`config.mk`:
```
export PLATFORM = sky130hd
export DESIGN_NAME = trace_capture_ctrl
export DESIGN_NICKNAME = d
export VERILOG_FILES = /design/src/rtl/trace_capture_ctrl_pkg.sv /design/src/rtl/trace_trig_stretch.sv /design/src/rtl/trace_capture_ctrl.sv
export SDC_FILE = /design/constraint.sdc
export NUM_CORES = 1
export LEC_CHECK = 0
export CAP_MARGIN = 20
export CORE_MARGIN = 3
export CORE_UTILIZATION = 52
export CTS_BUF_LIST = sky130_fd_sc_hd__clkbuf_8
export DETAILED_ROUTE_END_ITERATION = 12
export MAX_ROUTING_LAYER = met4
export PLACE_DENSITY = 0.8
export SLEW_MARGIN = 20
export SYNTH_ARGS = -nofsm -noshare
export SYNTH_HDL_FRONTEND = slang
export SYNTH_SLANG_ARGS = --single-unit
```
`constraint.sdc`:
```
create_clock -name trace_clk -period 2.8 [get_ports trace_clk]
set_input_delay 0.42 -clock trace_clk [delete_from_list [all_inputs] [get_ports trace_clk]]
set_output_delay 0.42 -clock trace_clk [all_outputs]
set_load 0.01 [all_outputs]
```
`src/rtl/trace_capture_ctrl_pkg.sv`:
```
// Shared types and constants for the trace capture sequencer.
package trace_capture_ctrl_pkg;

  typedef enum logic [2:0] {
    ST_IDLE    = 3'd0,
    ST_ARMED   = 3'd1,
    ST_DELAY   = 3'd2,
    ST_CAPTURE = 3'd3,
    ST_DONE    = 3'd4
  } state_t;

  localparam logic TRIG_SRC_MATCH = 1'b0;
  localparam logic TRIG_SRC_M3    = 1'b1;

endpackage

```
`src/rtl/trace_trig_stretch.sv`:
```
// Loadable down-counter that stretches the capture-start event into the trigger-out pulse.
module trace_trig_stretch #(
  parameter int W = 8
) (
  input  logic         trace_clk,
  input  logic         resetn,
  input  logic         start,
  input  logic         clear,
  input  logic [W-1:0] len,
  output logic         trig_out
);

  logic [W-1:0] cnt;

  // clear beats start so an abort on the capture-entry edge leaves no pulse
  always_ff @(posedge trace_clk or negedge resetn) begin
    if (!resetn)          cnt <= '0;
    else if (clear)       cnt <= '0;
    else if (start)       cnt <= len;
    else if (cnt != '0)   cnt <= cnt - W'(1);
  end

  assign trig_out = (cnt != '0);

endmodule

```
`src/rtl/trace_capture_ctrl.sv`:
```
// Arm/trigger/delay/capture/done sequencer gating trace words into the capture FIFO.
module trace_capture_ctrl
  import trace_capture_ctrl_pkg::*;
#(
  parameter int pCAPTURE_LEN_WIDTH = 20,
  parameter int pDELAY_WIDTH       = 16,
  parameter int pTRIG_PULSE_WIDTH  = 8
) (
  input  logic                          trace_clk,
  input  logic                          resetn,
  input  logic                          I_arm,
  input  logic                          I_abort,
  input  logic                          I_trig_src,
  input  logic                          I_match,
  input  logic                          I_m3_trig,
  input  logic [pDELAY_WIDTH-1:0]       I_delay,
  input  logic [pCAPTURE_LEN_WIDTH-1:0] I_capture_len,
  input  logic [pTRIG_PULSE_WIDTH-1:0]  I_trig_pulse_len,
  input  logic                          I_data_valid,
  input  logic                          I_fifo_full,
  output logic                          O_fifo_wr,
  output logic                          O_trig_out,
  output logic                          O_arm,
  output logic                          O_capturing,
  output logic                          O_done,
  output logic                          O_overflow,
  output logic [pCAPTURE_LEN_WIDTH-1:0] O_words
);

  localparam int LW = pCAPTURE_LEN_WIDTH;
  localparam int DW = pDELAY_WIDTH;
  localparam int PW = pTRIG_PULSE_WIDTH;

  state_t          state, state_nxt;
  logic            src_q, m3_q, overflow;
  logic [DW-1:0]   delay_q, dcnt;
  logic [LW-1:0]   len_q, words, words_inc;
  logic [PW-1:0]   plen_q;
  logic            trig_evt, arm_acc, cap_start, words_hit;

  // m3_q tracks the pin every cycle, so a level already high at arm is not an edge
  assign trig_evt  = (src_q == TRIG_SRC_M3) ? (I_m3_trig & ~m3_q) : I_match;
  assign arm_acc   = I_arm & ~I_abort & ((state == ST_IDLE) | (state == ST_DONE));
  assign O_fifo_wr = I_data_valid & ~I_fifo_full & (state == ST_CAPTURE);
  assign words_inc = (&words) ? words : words + LW'(1);
  assign words_hit = O_fifo_wr & (len_q != '0) & (words_inc == len_q);
  assign cap_start = (state_nxt == ST_CAPTURE) & (state != ST_CAPTURE);

  always_comb begin
    state_nxt = state;
    if (I_abort) state_nxt = ST_IDLE;
    else begin
      case (state)
        ST_IDLE, ST_DONE: if (I_arm) state_nxt = ST_ARMED;
        ST_ARMED:         if (trig_evt) state_nxt = (delay_q == '0) ? ST_CAPTURE : ST_DELAY;
        ST_DELAY:         if (dcnt <= DW'(1)) state_nxt = ST_CAPTURE;
        ST_CAPTURE:       if (words_hit) state_nxt = ST_DONE;
        default:          state_nxt = ST_IDLE;
      endcase
    end
  end

  always_ff @(posedge trace_clk or negedge resetn) begin
    if (!resetn) state <= ST_IDLE;
    else         state <= state_nxt;
  end

  always_ff @(posedge trace_clk or negedge resetn) begin
    if (!resetn) begin
      m3_q     <= 1'b0;
      src_q    <= 1'b0;
      delay_q  <= '0;
      len_q    <= '0;
      plen_q   <= '0;
      dcnt     <= '0;
      words    <= '0;
      overflow <= 1'b0;
    end else begin
      m3_q <= I_m3_trig;
      if (arm_acc) begin
        src_q    <= I_trig_src;
        delay_q  <= I_delay;
        len_q    <= I_capture_len;
        plen_q   <= I_trig_pulse_len;
        words    <= '0;
        overflow <= 1'b0;
      end else begin
        if (O_fifo_wr) words <= words_inc;
        if ((state == ST_CAPTURE) & I_data_valid & I_fifo_full) overflow <= 1'b1;
      end
      if (I_abort)                                   dcnt <= '0;
      else if ((state == ST_ARMED) & trig_evt)       dcnt <= delay_q;
      else if ((state == ST_DELAY) & (dcnt != '0))   dcnt <= dcnt - DW'(1);
    end
  end

  trace_trig_stretch #(.W(PW)) u_stretch (
    .trace_clk (trace_clk),
    .resetn    (resetn),
    .start     (cap_start),
    .clear     (I_abort),
    .len       (plen_q),
    .trig_out  (O_trig_out)
  );

  assign O_arm       = (state == ST_ARMED) | (state == ST_DELAY);
  assign O_capturing = (state == ST_CAPTURE);
  assign O_done      = (state == ST_DONE);
  assign O_overflow  = overflow;
  assign O_words     = words;

endmodule
```
==> metrics.yaml <==
timing:
  finalCritPeriodShare_pct: 98.4
  setup_viol: 0
  relSlewSlack_pct: 52.2
  period_needed_ns: 2.75
  skew_ns: 0.0127
  fin_tns_setup_ns: 0
  hold_viol: 0
  tightest_slew_ns: 0.707
  whs_ns: 0.0766
  fmax_mhz: 363
  rsz0062_at_grt: "yes"
  drv_slew: 0
critical_path:
  worst_setup_path_start_kind: "flop"
  r2r_slack_ns: 0.05
  crit_type: "reg -> reg"
  slowest_stage: "or4_4"
  critPathCaptureType: "flop"
  max_stage_delay_ns: 0.55
  path_cells: "buf_4 -> nand4_4 -> buf_4 -> or4_4 -> and3_4 -> nor4_2 -> nand4_1 -> or4_4 -> a221oi_2"
  crit_arrival_ns: 3.04
  r2r_cells: 9
  cp.required_ns: 3.08
  cp_max_fo: 4
finish:
  antenna_cells: 0
  fin_nets: 761
  final_cell_mix: "dfrtp_1 (90), clkdlybuf4s50_1 (76), buf_4 (60)"
  fillers: 849
  drive_above_1_share_pct: 23.8
  areaGrowthSynthToFinish_pct: 27.6
  layout_commonest_cell: "dfrtp_1"
  design_area_sq_um: 7210
grt:
  antenna_found_initial: 0
  grt_pass1_wl_microns: 25400
  grt_max_degree: 50
  overflow: 0
  grt_util_all_layers_pct: 27.8
  grt_pass1_vias: 5044
worst_hold_path:
  hp-class: "in -> async"
route:
  drc: 0
  dr_total_vias: 5212
  vias_per_cell: 6.17
  ant_nets: 0
  routed_wl_microns: 15800
  firstDrtPassIters: 5
  drtIter0Drc: 373
  wl_per_cell_microns: 18.6
synthesis:
  ys_ff_latch: 94
  syn-cell-area_sq_um: 5650
  syn-num-nets: 638
  syn_avg_cell_area_sq_um: 9.73
  synth_cells: 581
  synthArstFlopShare_pct: 100
  yosysSeqAreaShare_pct: 41.6
  synth-main-ff-cell: "dfrtp_1"
  synth-edff-count: 0
  ys_types: 66
  yosysWarnings: 0
place:
  io_buffers: 78
  place_congestion: 0.953
  dpl.hpwl_microns: 11500
  place_area_sq_um: 6740
cts:
  cts_hold_buf: 0
  clkSinkCount: 94
  clockBufferDepth: 2
  cts_tree: "built"
  cts-root-buf: "clkbuf_8"
  numCtsBuffers: 9
  clk-insertion-delay-late_ns: 0.38
  htree_levels: 3
  clkTransAtPathRegs_ns: 0.10
power_and_ir_drop:
  power_mw: 4.67
  peakVddDrop_mv: 0.442
  p_leak_nw: 2.92
  p_per_area_nw_per_um2: 647
die:
  die_w_microns: 110
  start_util_pct: 54.0
  die_h_microns: 110
  core_region_area_sq_um: 10500
  die_area_sq_um: 12200
  fp-row-count: 37
  top_level_ports: 79
status:
  status: "complete, no violations"
run:
  drv_cap: 0
report_power, final:
group          switching (mW)  leakage, nW  internal, mW  total (mW)
combinational           0.827         1.62         0.802        1.63
sequential              0.342         1.19          1.68        2.02
clock                   0.514        0.114         0.506        1.02
total                    1.68         2.92          2.99        4.67
cells by family (layout without fill, tap and decap cells):
| logic type | Yosys count | in the layout | synth area share (%) |
|---|---|---|---|
| buf+inv | 48 | 176 | 5.76 |
| fa+ha+maj | 4 | 4 | 0.886 |
| xor+xnor | 26 | 26 | 4.03 |
| compound gates | 146 | 146 | 16.3 |
| simple gates | 215 | 215 | 21.9 |
| flops | 94 | 94 | 41.6 |
| mux | 48 | 48 | 9.45 |
state kept, by name (all words and copies together) (netlist names):
register and count:
len_q 20, m3_q 1, plen_q 8, O_words 20, delay_q 16, O_overflow 1, dcnt 16, state 3
src_q 1, u_stretch.cnt 8
cells in the mapped netlist (3+ instances only):
cell	count	share of area, %
and3_1	3	0.33
clkbuf_8	8	1.9
a211oi_1	5	0.66
o22ai_1	4	0.44
o41ai_1	6	0.93
nand4_1	9	1.0
xor2_1	7	1.1
nand2_1	35	2.3
a21oi_1	32	2.8
xnor2_1	19	2.9
nor2_1	48	3.2
a31oi_1	5	0.55
inv_1	15	1.0
ha_1	4	0.89
dfrtp_1	94	42
or2_2	4	0.44
a22oi_1	3	0.40
buf_2	3	0.27
o31ai_1	12	1.6
nor3b_1	6	0.80
nor2b_1	11	1.2
clkbuf_1	19	1.3
nand3_1	20	1.8
nand2b_1	3	0.33
mux2_2	43	8.6
or3_1	3	0.33
and4_1	4	0.62
nor4_1	18	2.0
mux2i_1	5	0.89
o21ai_0	57	5.0
and2_1	3	0.33
or4_4	3	0.60
nor3_1	15	1.3
nand3b_1	12	1.6
critical path, delay by kind of cell, from the launching register on:
kind            cells  cell delay, ns
compound gates      1            0.27
simple gates        6            1.75
buf+inv             2            0.29
flops               1            0.36
path summary, 6_finish.rpt:
check | startpoint | endpoint
worst max-delay path | O_words[13] | state[2]
worst min-delay path | resetn | O_words[4]
worst max register to register | O_words[13] | state[2]
worst min register to register | O_overflow | O_overflow
max in group asynchronous | resetn | state[0]
min in group trace_clk | O_overflow | O_overflow
layout make-up:
| cell class | instances | area [sq um] | area share (%) |
|---|---|---|---|
| sequential | 94 | 2360 | 32.7 |
| timing repair buffer | 145 | 1330 | 18.5 |
| clock buffer | 9 | 124 | 1.72 |
| clock inverter | 7 | 96.3 | 1.34 |
| multi-input combinational | 439 | 3080 | 42.6 |
| tap | 136 | 170 | 2.36 |
| inverter | 15 | 56.3 | 0.781 |
metrics by stage:
step / std cells / setup WS (ns) / utilization (%)
CTS: 839 / 0.00409 / 68.0
floorplan: 581 / 0.0920 / -
detailed placement: 810 / -0.000536 / 64.4
finish: 845 / 0.0459 / 68.9
global placement: 810 / -0.00429 / 64.4
global route: 845 / -0.0260 / 68.9
repair_timing:
action / 4_1_cts / 5_1_grt
cloned: 0 / 0
setup endpoints to repair: 4 / 13
setup buffers: 13 / 6
pin swaps: 10 / 13
gates resized for setup: 15 / 15
per-layer routing:
| metal | track usage [%] | wire (microns) |
|---|---|---|
| met4 | 12.1 | 507 |
| met3 | 3.79 | 1030 |
| met2 | 45.8 | 7850 |
| met1 | 34.3 | 6360 |
| met5 | - | 0 |
Note: power is estimated with default switching activity, not from simulation.
==> patch (config.mk and constraints unchanged) <==
`pDELAY_WIDTH`: 16 -> 20.
--- a/src/rtl/trace_capture_ctrl.sv
+++ b/src/rtl/trace_capture_ctrl.sv
@@ -3,7 +3,7 @@
   import trace_capture_ctrl_pkg::*;
 #(
   parameter int pCAPTURE_LEN_WIDTH = 20,
-  parameter int pDELAY_WIDTH       = 16,
+  parameter int pDELAY_WIDTH       = 20,
   parameter int pTRIG_PULSE_WIDTH  = 8
 ) (
   input  logic                          trace_clk,
Interface: changed (resized I_delay); port bits go from 79 to 83. The function was not compared with the original's and may differ.
==> patch against the original RTL <==
Sequential cell count up 8. Worst setup slack improved by 0.0052 ns. Design area is 1.6% higher. Fmax increased by 0.19%. Routed wire length is 3.9% higher. Power is 4.6% lower. Cell count down 0.36%. Synthesized cell count rose by 2.2%. Area after synthesis up 5.4%. Critical path depth grew 1. Die area is 5.1% higher. Critical endpoint is now state[0]. Largest power group unchanged. Highest routed layer unchanged.
==> patch: results (changes against the original RTL) <==
- Outcome: complete, no violations (unchanged)
- Fraction of layout cells with a size suffix above 1: 20.23% (was 23.84%)
- Ranking of synthesized cells by instance count: 102 x sky130_fd_sc_hd__dfrtp_1, 50 x sky130_fd_sc_hd__mux2_2, 44 x sky130_fd_sc_hd__nand2_1, 44 x sky130_fd_sc_hd__nor2_1, 33 x sky130_fd_sc_hd__o21ai_0 (was 94 x sky130_fd_sc_hd__dfrtp_1, 57 x sky130_fd_sc_hd__o21ai_0, 48 x sky130_fd_sc_hd__nor2_1)
- Crit-path max cell delay: 0.41 ns (was 0.55 ns)
- Synthesized netlist net count: 655 (was 638)
- Post-detailed-placement half-perimeter wirelength: 12.52 mm (was 11.46 mm)
- Met2 capacity usage during global routing: 43.88% (was 45.84%)
- Pin count of the biggest net entering global routing: 56 (was 50)
- Rel. slew slack: 49.72% (was 52.24%)
- Total vias in the final route: 5125 (was 5212)
- Multiplexer area fraction after synthesis: 10.80% (was 9.453%)
- Detail Route met3 WL: 1.134 mm (was 1.025 mm)
- Mean Syn Cell Area: 10.03 um2 (was 9.727 um2)
- # resized after CTS: 4 (was 15)
- Post-synthesis adder-cell area fraction: 0.8403% (was 0.8855%)
- Number of placed instances, taps included: 823 (was 810)
- Slowest-stage cell, CP: sky130_fd_sc_hd__dfrtp_1 (was sky130_fd_sc_hd__or4_4)
- Setup Skew: 0.01588 ns (was 0.01275 ns)
- Starting DRT DRC Count: 465 (was 373)
- Number of search-and-repair iterations in the first detailed-routing pass: 5 (unchanged)
- Cell area reported after detailed placement: 7068 um2 (was 6739 um2)
- Number of distinct library cell variants in the gate-level netlist after synthesis: 71 (was 66)
- Post-synthesis compound-gate area fraction: 13.49% (was 16.32%)
- Xor and xnor fraction of the mapped netlist area: 7.206% (was 4.029%)
- Reg2reg path depth: 10 (was 9)
- Worst endpoint data arrival time: 3.01 ns (was 3.04 ns)
- CP Max Fanout: 8 (was 4)
- Global routing usage on met3: 5.561% (was 3.786%)
- Setup WS pre-CTS: -0.02687 ns (was -0.0005356 ns)
- Routability congestion estimate: 1.009 (was 0.9527)
- Nets: 758 (was 761)
- Portion of the post-synthesis area used by sequential elements: 42.86% (was 41.62%)
- Port buffer count: 82 (was 78)
- Max VDD drop: 0.4930 mV (was 0.4420 mV)
- M1 WL: 6.742 mm (was 6.364 mm)
- Most area-consuming cells after synthesis: sky130_fd_sc_hd__dfrtp_1 43%, sky130_fd_sc_hd__mux2_2 9.5%, sky130_fd_sc_hd__xnor2_1 3.7% (was sky130_fd_sc_hd__dfrtp_1 42%, sky130_fd_sc_hd__mux2_2 8.6%, sky130_fd_sc_hd__o21ai_0 5.0%)
- Fin cells: 842 (was 845)
- Wire length per cell: 19.43 um (was 18.64 um)
==> patch: changes by cell type after synthesis, moves of 7 or more <==
cell,before,now
sky130_fd_sc_hd__a21oi_1,32,19
sky130_fd_sc_hd__clkbuf_8,8,0
sky130_fd_sc_hd__dfrtp_1,94,102
sky130_fd_sc_hd__a211oi_1,5,12
sky130_fd_sc_hd__nand3_1,20,13
sky130_fd_sc_hd__nand2_1,35,44
sky130_fd_sc_hd__mux2_2,43,50
sky130_fd_sc_hd__nand3b_1,12,5
sky130_fd_sc_hd__o21ai_0,57,33
sky130_fd_sc_hd__o31ai_1,12,1
sky130_fd_sc_hd__buf_6,0,7
sky130_fd_sc_hd__xor2_1,7,24
==> patch: cell type report <==
| cell class | count | area, um2 |
|---|---|---|
| fillers | 903 | 3706 |
| multi-input cells | 447 | 3214 |
| flip-flops and latches | 102 | 2556 |
| repair buffers | 124 | 1151 |
| well taps | 140 | 175.2 |
| clock buffers | 9 | 123.9 |
| clock inverters | 7 | 55.05 |
| inverters | 13 | 48.80 |
==> patch: power breakdown <==
group          leakage [nW]  switching, W  internal, W
combinational          1.55      0.000698     0.000740
sequential             1.29      0.000335      0.00178
clock                0.0977      0.000565     0.000336
==> patch: worst paths after layout <==
kind	endpoint	slack, ns	startpoint
max	state[0]	0.05	O_words[0]
min	O_words[16]	0.07	resetn
max reg2reg	state[0]	0.05	O_words[0]
min reg2reg	plen_q[3]	0.52	plen_q[3]
max in group asynchronous	dcnt[2]	2.02	resetn
min in group trace_clk	m3_q	0.48	I_m3_trig
==> patch: cell families after synthesis <==
group | count (synthesis)
AND/OR/NAND/NOR | 218
AO/OA/AOI/OAI | 118
flip-flops | 102
multiplexers | 58
XOR/XNOR | 49
buffers and inverters | 45
adder cells (fa/ha/maj) | 4
